--- config.mk ---
export PLATFORM = sky130hd
export DESIGN_NAME = load_store_unit
export DESIGN_NICKNAME = d
export VERILOG_FILES = /design/src/rtl/load_store_unit.sv
export SDC_FILE = /design/constraint.sdc
export NUM_CORES = 1
export LEC_CHECK = 0
export CORE_ASPECT_RATIO = 0.75
export CORE_MARGIN = 10
export CORE_UTILIZATION = 41
export CTS_CLUSTER_SIZE = 12
export DETAILED_ROUTE_END_ITERATION = 12
export MAX_ROUTING_LAYER = met4
export PLACE_DENSITY_LB_ADDON = 0.3
export SLEW_MARGIN = 30
export SYNTH_ARGS = -nofsm -noshare
export SYNTH_HDL_FRONTEND = slang
export SYNTH_SLANG_ARGS = --single-unit
--- constraint.sdc ---
create_clock -name i_clk -period 3.4 [get_ports i_clk]
set_input_delay 0.34 -clock i_clk [delete_from_list [all_inputs] [get_ports i_clk]]
set_output_delay 0.34 -clock i_clk [all_outputs]
set_load 0.03 [all_outputs]
--- src/rtl/load_store_unit.sv ---
// Load/store initiator for a word-wide, byte-addressed, big-endian data memory.
// Sub-word stores are done as read-modify-write. Loads return sign- or zero-extended results.
module load_store_unit #(
   parameter int READ_LATENCY = 1
) (
   input  logic        i_clk,
   input  logic        i_rst,
   input  logic        i_req_valid,
   output logic        o_req_ready,
   input  logic        i_req_we,
   input  logic [2:0]  i_req_op,
   input  logic [31:0] i_req_addr,
   input  logic [31:0] i_req_wdata,
   input  logic [4:0]  i_req_rd,
   output logic [31:0] o_r_mem_addr,
   output logic        o_r_mem_en,
   input  logic [31:0] i_r_mem_data,
   output logic [31:0] o_w_mem_addr,
   output logic [31:0] o_w_mem_data,
   output logic        o_w_mem_en,
   output logic        o_resp_valid,
   output logic [31:0] o_resp_data,
   output logic [4:0]  o_resp_rd,
   output logic        o_resp_err
);

   localparam int CW = $clog2(READ_LATENCY + 1);
   localparam logic [CW-1:0] LAT = CW'(READ_LATENCY);

   localparam logic [2:0] OP_B  = 3'b000;
   localparam logic [2:0] OP_H  = 3'b001;
   localparam logic [2:0] OP_W  = 3'b010;
   localparam logic [2:0] OP_BU = 3'b100;
   localparam logic [2:0] OP_HU = 3'b101;

   typedef enum logic [1:0] {IDLE, RD_WAIT, WRITE, RESP} state_t;

   state_t        state_q, state_d;
   logic [CW-1:0] cnt_q, cnt_inc;
   logic          lat_hit;
   logic          illegal_req;

   logic          we_q, err_q;
   logic [2:0]    op_q;
   logic [31:0]   addr_q, wdata_q, rdata_q;
   logic [4:0]    rd_q;
   logic [31:0]   load_data, store_word;

   assign cnt_inc = cnt_q + CW'(1);
   assign lat_hit = (cnt_inc == LAT);

   always_comb begin
      case (i_req_op)
         OP_B, OP_H, OP_W: illegal_req = 1'b0;
         OP_BU, OP_HU:     illegal_req = i_req_we;
         default:          illegal_req = 1'b1;
      endcase
   end

   // NOTE: sequential state uses non-blocking assignments so every flop samples pre-edge values.
   always_ff @(posedge i_clk) begin
      if (i_rst) begin
         state_q <= IDLE;
         cnt_q   <= '0;
      end else begin
         state_q <= state_d;
         if (state_q == RD_WAIT && !lat_hit) cnt_q <= cnt_inc;
         else                                cnt_q <= '0;
      end
   end

   // NOTE: request fields are plain datapath registers; they are only observed once the FSM
   // has left IDLE, so they need no reset.
   always_ff @(posedge i_clk) begin
      if (state_q == IDLE && i_req_valid) begin
         we_q    <= i_req_we;
         op_q    <= i_req_op;
         addr_q  <= i_req_addr;
         wdata_q <= i_req_wdata;
         rd_q    <= i_req_rd;
         err_q   <= illegal_req;
      end
      if (state_q == RD_WAIT && lat_hit) rdata_q <= i_r_mem_data;
   end

   // NOTE: every combinational output gets a default first so no latch is inferred.
   always_comb begin
      state_d = state_q;
      case (state_q)
         IDLE: begin
            if (i_req_valid) begin
               if (illegal_req)                      state_d = RESP;
               else if (i_req_we && i_req_op == OP_W) state_d = WRITE;
               else                                  state_d = RD_WAIT;
            end
         end
         RD_WAIT: if (lat_hit) state_d = we_q ? WRITE : RESP;
         WRITE:   state_d = RESP;
         RESP:    state_d = IDLE;
         default: state_d = IDLE;
      endcase
   end

   // Big-endian: the addressed byte sits in rdata[31:24].
   always_comb begin
      load_data = '0;
      case (op_q)
         OP_B:    load_data = {{24{rdata_q[31]}}, rdata_q[31:24]};
         OP_H:    load_data = {{16{rdata_q[31]}}, rdata_q[31:16]};
         OP_W:    load_data = rdata_q;
         OP_BU:   load_data = {24'd0, rdata_q[31:24]};
         OP_HU:   load_data = {16'd0, rdata_q[31:16]};
         default: load_data = '0;
      endcase
   end

   always_comb begin
      store_word = wdata_q;
      case (op_q)
         OP_B:    store_word = {wdata_q[7:0], rdata_q[23:0]};
         OP_H:    store_word = {wdata_q[15:0], rdata_q[15:0]};
         default: store_word = wdata_q;
      endcase
   end

   always_comb begin
      o_req_ready  = 1'b0;
      o_r_mem_addr = '0;
      o_r_mem_en   = 1'b0;
      o_w_mem_addr = '0;
      o_w_mem_data = '0;
      o_w_mem_en   = 1'b0;
      o_resp_valid = 1'b0;
      o_resp_data  = '0;
      o_resp_rd    = '0;
      o_resp_err   = 1'b0;
      if (!i_rst) begin
         case (state_q)
            IDLE: o_req_ready = 1'b1;
            RD_WAIT: begin
               o_r_mem_en   = 1'b1;
               o_r_mem_addr = addr_q;
            end
            WRITE: begin
               o_w_mem_en   = 1'b1;
               o_w_mem_addr = addr_q;
               o_w_mem_data = store_word;
            end
            RESP: begin
               o_resp_valid = 1'b1;
               o_resp_rd    = rd_q;
               o_resp_err   = err_q;
               o_resp_data  = (we_q || err_q) ? 32'd0 : load_data;
            end
            default: ;
         endcase
      end
   end

endmodule

# Word level (Yosys, flattened, before mapping)
# Index checks and enable logic that the tools add are counted.
# totals
inputBits	108
ff_bits	109
wordCells	67
out_inout_bits	138
# op_classes
mux	30
reduce_logical	13
n_eq_ne	13
add_sub_neg	1
n_bitwise	1
# op_table
cell	n
2-to-1 mux 32 bit	9
case mux 32 bit (5 select lines)	1
case mux 32 bit (2 select lines)	1
== test 3 bit (second input constant)	4
2-to-1 mux 1 bit	11
2-to-1 mux 5 bit	2
2-to-1 mux 2 bit	4
case mux 2 bit (4 select lines)	1
== test 3 x 1 -> 1 bit (second input constant)	2
== test 3 x 2 -> 1 bit (second input constant)	2
logical NOT 3 bit	2
== test 2 bit (second input constant)	2
logical AND 1 bit	4
inequality test 2 bit (second input constant)	2
OR reduction 2 bit	2
OR reduction 3 bit	1
== test 2 x 1 -> 1 bit (second input constant)	1
logical NOT 2 bit	1
case mux 1 bit (2 select lines)	1
AND reduction 2 bit	1
adder 1 bit (second input constant)	1
logical NOT 1 bit	1
logical OR 1 bit	1
inverter 1 bit	1

# Depth between registers and ports, before layout
# depth
depth_word	6
depth_mapped	8
mapped_depth_nobuf	6

# Worst setup path before layout
# OpenSTA, ideal clock, no wires.
# synth_timing
path_kind	reg-to-reg
from	reg state_q[0]
to	reg addr_q[0], enable pin
arrival_time_ns	2.326
path_stages_with_launch	4
period_less_slack_ns	2.766
setup_slack_ns	0.634
setup_time_ns	0.440
n_path_buf	0
t_required_ns	2.960
cell_sequence	dfxtp_1 -> inv_1 -> ha_1 -> and2_1
# synth_between
elab_chain_len	2
# synth_rtl
element	line_no	source
start, declared	38	state_t state_q, state_d;
start signal, assigned	66	state_q <= state_d;
logical NOT 2 bit	75	if (state_q == IDLE && i_req_valid) begin
logical AND 1 bit	75	
end signal, assigned	78	addr_q <= i_req_addr;
end, declared	45	logic [31:0] addr_q, wdata_q, rdata_q;
# No other way between the ends.
# A chain may end at the register's enable or synchronous reset.

# Worst setup path after layout
# layout_timing
from	in i_rst
to	out o_resp_data[31]
# layout_between
elab_chain_len	1
# layout_rtl
element	line_no	source
start, declared	7	input logic i_rst,
2-to-1 mux 32 bit	137	if (!i_rst) begin
end, declared	22	output logic [31:0] o_resp_data,
# No other way between the ends.

==> impl_metrics.csv <==
group,metric,value,unit
synthesis,synth.avg_cell_area,11.94,um^2
global_routing,grt_remaining_overflow,0,
clock_tree,h-tree-depth,3,
die,coreArea,12350,um^2
die,die_h,117.7,um
layout,nFillCells,970,
die,boundaryPins,246,
clock_tree,postCtsResizedCells,0,
run_status,outcome,"complete, no violations",
power_and_ir_drop,power_density,583.4,nW/um^2
setup_path,crit_fanout,17,
setup_path,rr_worst_depth,4,
power_and_ir_drop,p_leak,2.909,nW
detailed_routing,firstDrtPassIters,5,
synthesis,synth_area,5216,um^2
clock_tree,post-cts-setup-buffer-count,0,
die,die_area,17680,um^2
clock_tree,numCtsBuffers,9,
synthesis,ys_ff_latch,109,
timing,slew_violations,0,
timing,fin_crit,3.086,ns
layout,nets,783,
timing,clock_skew,0.006313,ns
power_and_ir_drop,ir_drop,0.0005254,V
layout,area_growth,55.86,%
timing,rsz0062_at_grt,"false",
timing,finalSetupTns,0,ns
setup_path,r2r_setup_slack,1.49,ns
setup_path,critPathLaunchType,"input pin",
timing,hold_viol,0,
synthesis,yosys_warnings,0,
global_routing,grt_pass1_wl,26.07,mm
setup_path,worst_ep_required_time,3.06,ns
detailed_routing,routed_wl,17.35,mm
place,gp_congestion,0.8994,
detailed_routing,drt_iter0_markers,248,
layout,multi_input_area,1777,um^2
timing,slew_headroom,0.4842,
layout,n_antenna_cell,0,
flow_run,drv_cap,0,
setup_path,crit_buf_inv,2,
place,numPortBuffers,245,
place,post-place-ws,0.3242,ns
worst_hold_path,hp-start,"i_req_addr[24]",
setup_path,path_cells,"clkdlybuf4s50_1 -> nor2b_2 -> nand2_4 -> or2_1 -> a211oi_2 -> clkdlybuf4s50_1",
timing,setup_slack,0.3141,ns
die,num_rows,35,
synthesis,synth_area_leaders,"edfxtp_1 (61%), and2_1 (8.5%), mux2i_1 (4.8%)",
setup_path,cp_common_cell,"clkdlybuf4s50_1",
detailed_routing,num_vias,4213,
timing,setup_viol,0,
setup_path,critical-path-top-delay-family,"buffers and inverters",
worst_hold_path,min_delay_path_depth,1,
detailed_routing,vias_per_cell,5.010,
global_routing,grt_max_degree,49,
clock_tree,cts_tree,"built",
timing,period_share,0.9076,
setup_path,reg2reg_to,"addr_q[3]",
global_routing,antenna_found_initial,0,
detailed_routing,post-route-drc-count,0,
detailed_routing,wl_per_cell,20.63,um
clock_tree,clkLatencyLatePin,0.34,ns
timing,tightest_slew,0.7737,ns
setup_path,arrival,2.75,ns
clock_tree,clockRootBuffer,"clkbuf_16",
clock_tree,clockBufferDepth,2,
die,start_util,0.4224,
synthesis,ys_seq_area_frac,0.6217,
clock_tree,cts.sinks,109,
timing,fmax,0.3241,GHz
worst_hold_path,hold_path.class,"in -> reg",
clock_tree,cts.clk_slew.worst_paths,0.07,ns
setup_path,startpoint,"i_rst",
worst_hold_path,whs_endpoint,"addr_q[24]",
detailed_routing,ant_nets,0,
setup_path,r2r_start,"state_q[0]",
setup_path,cpPeakStageDelay,0.70,ns
clock_tree,cts-hold-fix-buffers,0,
global_routing,grt_usage,0.1957,
synthesis,netlist_instances,437,
layout,drive_gt1_frac,0.07704,
synthesis,synth_largest_area_cell,"edfxtp_1",
synthesis,yosysUniqueCellTypes,35,
global_routing,grt_pass1_vias,4418,
setup_path,critical_path_class,"in -> out",
setup_path,crit_path_end_kind,"output pin",
place,dp_hpwl,13.59,mm
synthesis,synth_top_cell_area_share,0.6102,
die,die_x,150.2,um
setup_path,critPathSlowestCell,"clkdlybuf4s50_1",
synthesis,syn-num-nets,550,
layout,regArea,3243,um^2
state kept, by name, summed over array words and instances, names as in the netlist:
| signal | flops |
|---|---|
| addr_q | 32 |
| cnt_q | 1 |
| err_q | 1 |
| op_q | 3 |
| rd_q | 5 |
| rdata_q | 32 |
| state_q | 2 |
| wdata_q | 32 |
| we_q | 1 |
cells in the final DEF (no fill, tap or decap), drive strengths merged:
cell type and count:
a221oi 1, and2 71, a21oi 32, a31oi 8, inv 6, nand4b 1
edfxtp 106, dfxtp 3, nor2b 5, nand2b 3, and2b 2, clkbuf 12
or2 2, o221ai 1, o32a 1, ha 5, bufinv 3, clkdlybuf4s50 236
a2bb2oi 7, a22oi 8, nor2 46, clkinv 1, a311oi 1, buf 21
a211oi 17, conb 1, nand2 49, o21a 1, mux2i 25
layout make-up:
type / instances / area share
Sequential cell: 109 / 0.3989
Timing Repair Buffer: 257 / 0.3130
Multi-Input combinational cell: 287 / 0.2185
Clock buffer: 12 / 0.02909
Tap cell: 166 / 0.02555
Clock inverter: 4 / 0.01216
Inverter: 6 / 0.002770
synthesized netlist by cell type, drive strengths merged:
cell and count:
edfxtp 106, and2 71, nand2 49, nor2 46
a21oi 32, mux2i 25, buf 23, a211oi 17
clkbuf 12, a22oi 8, a31oi 8, a2bb2oi 7
inv 6, ha 5, nor2b 5, dfxtp 3
nand2b 3, and2b 2, or2 2, a221oi 1
a311oi 1, conb 1, nand4b 1, o21a 1
o221ai 1, o32a 1
logic make-up after synthesis:
kind of cell | after synthesis | share of synthesized area
AO/OA/AOI/OAI | 77 | 0.1046
adder cells (fa/ha/maj) | 5 | 0.01199
buffers and inverters | 41 | 0.04005
flip-flops | 109 | 0.6217
multiplexers | 25 | 0.04797
other | 1 | 0.0007189
AND/OR/NAND/NOR | 179 | 0.1729
worst max path at each step:
stage                     slack, ns         endpoint  cells after the start
after floorplan                0.63        addr_q[0]                      3
after global placement         0.42  o_resp_data[31]                      6
after CTS                      0.30  o_resp_data[31]                      6
after detailed placement       0.32  o_resp_data[31]                      6
after global routing           0.17  o_resp_data[31]                      6
final                          0.31  o_resp_data[31]                      6
per-stage QoR:
stage,instances,utilization,area [um^2],hold WS (ns),total power [mW]
detailed placement,825,0.6312,7795,0.5617,3.603
global placement,825,0.6312,7795,0.5237,3.561
global route,841,0.6584,8130,0.5270,4.978
finish,841,0.6584,8130,0.5511,4.743
floorplan,437,-,5216,0.4121,2.895
CTS,841,0.6584,8130,0.5352,4.791
power by group:
group | internal [mW] | total, mW | switching, mW
logic | 0.660 | 1.63 | 0.973
clock network | 0.723 | 1.18 | 0.455
registers | 1.79 | 1.93 | 0.140
total | 3.17 | 4.74 | 1.57
routing by layer:
layer / part of all wire / up-vias / global-route usage
met5: 0 / - / -
met4: 0.013 / 0 / 0.04182
met3: 0.074 / 14 / 0.05263
met2: 0.50 / 170 / 0.3184
met1: 0.42 / 2019 / 0.2382
li1: - / 2010 / -
Power figures use the tool's default switching activity.
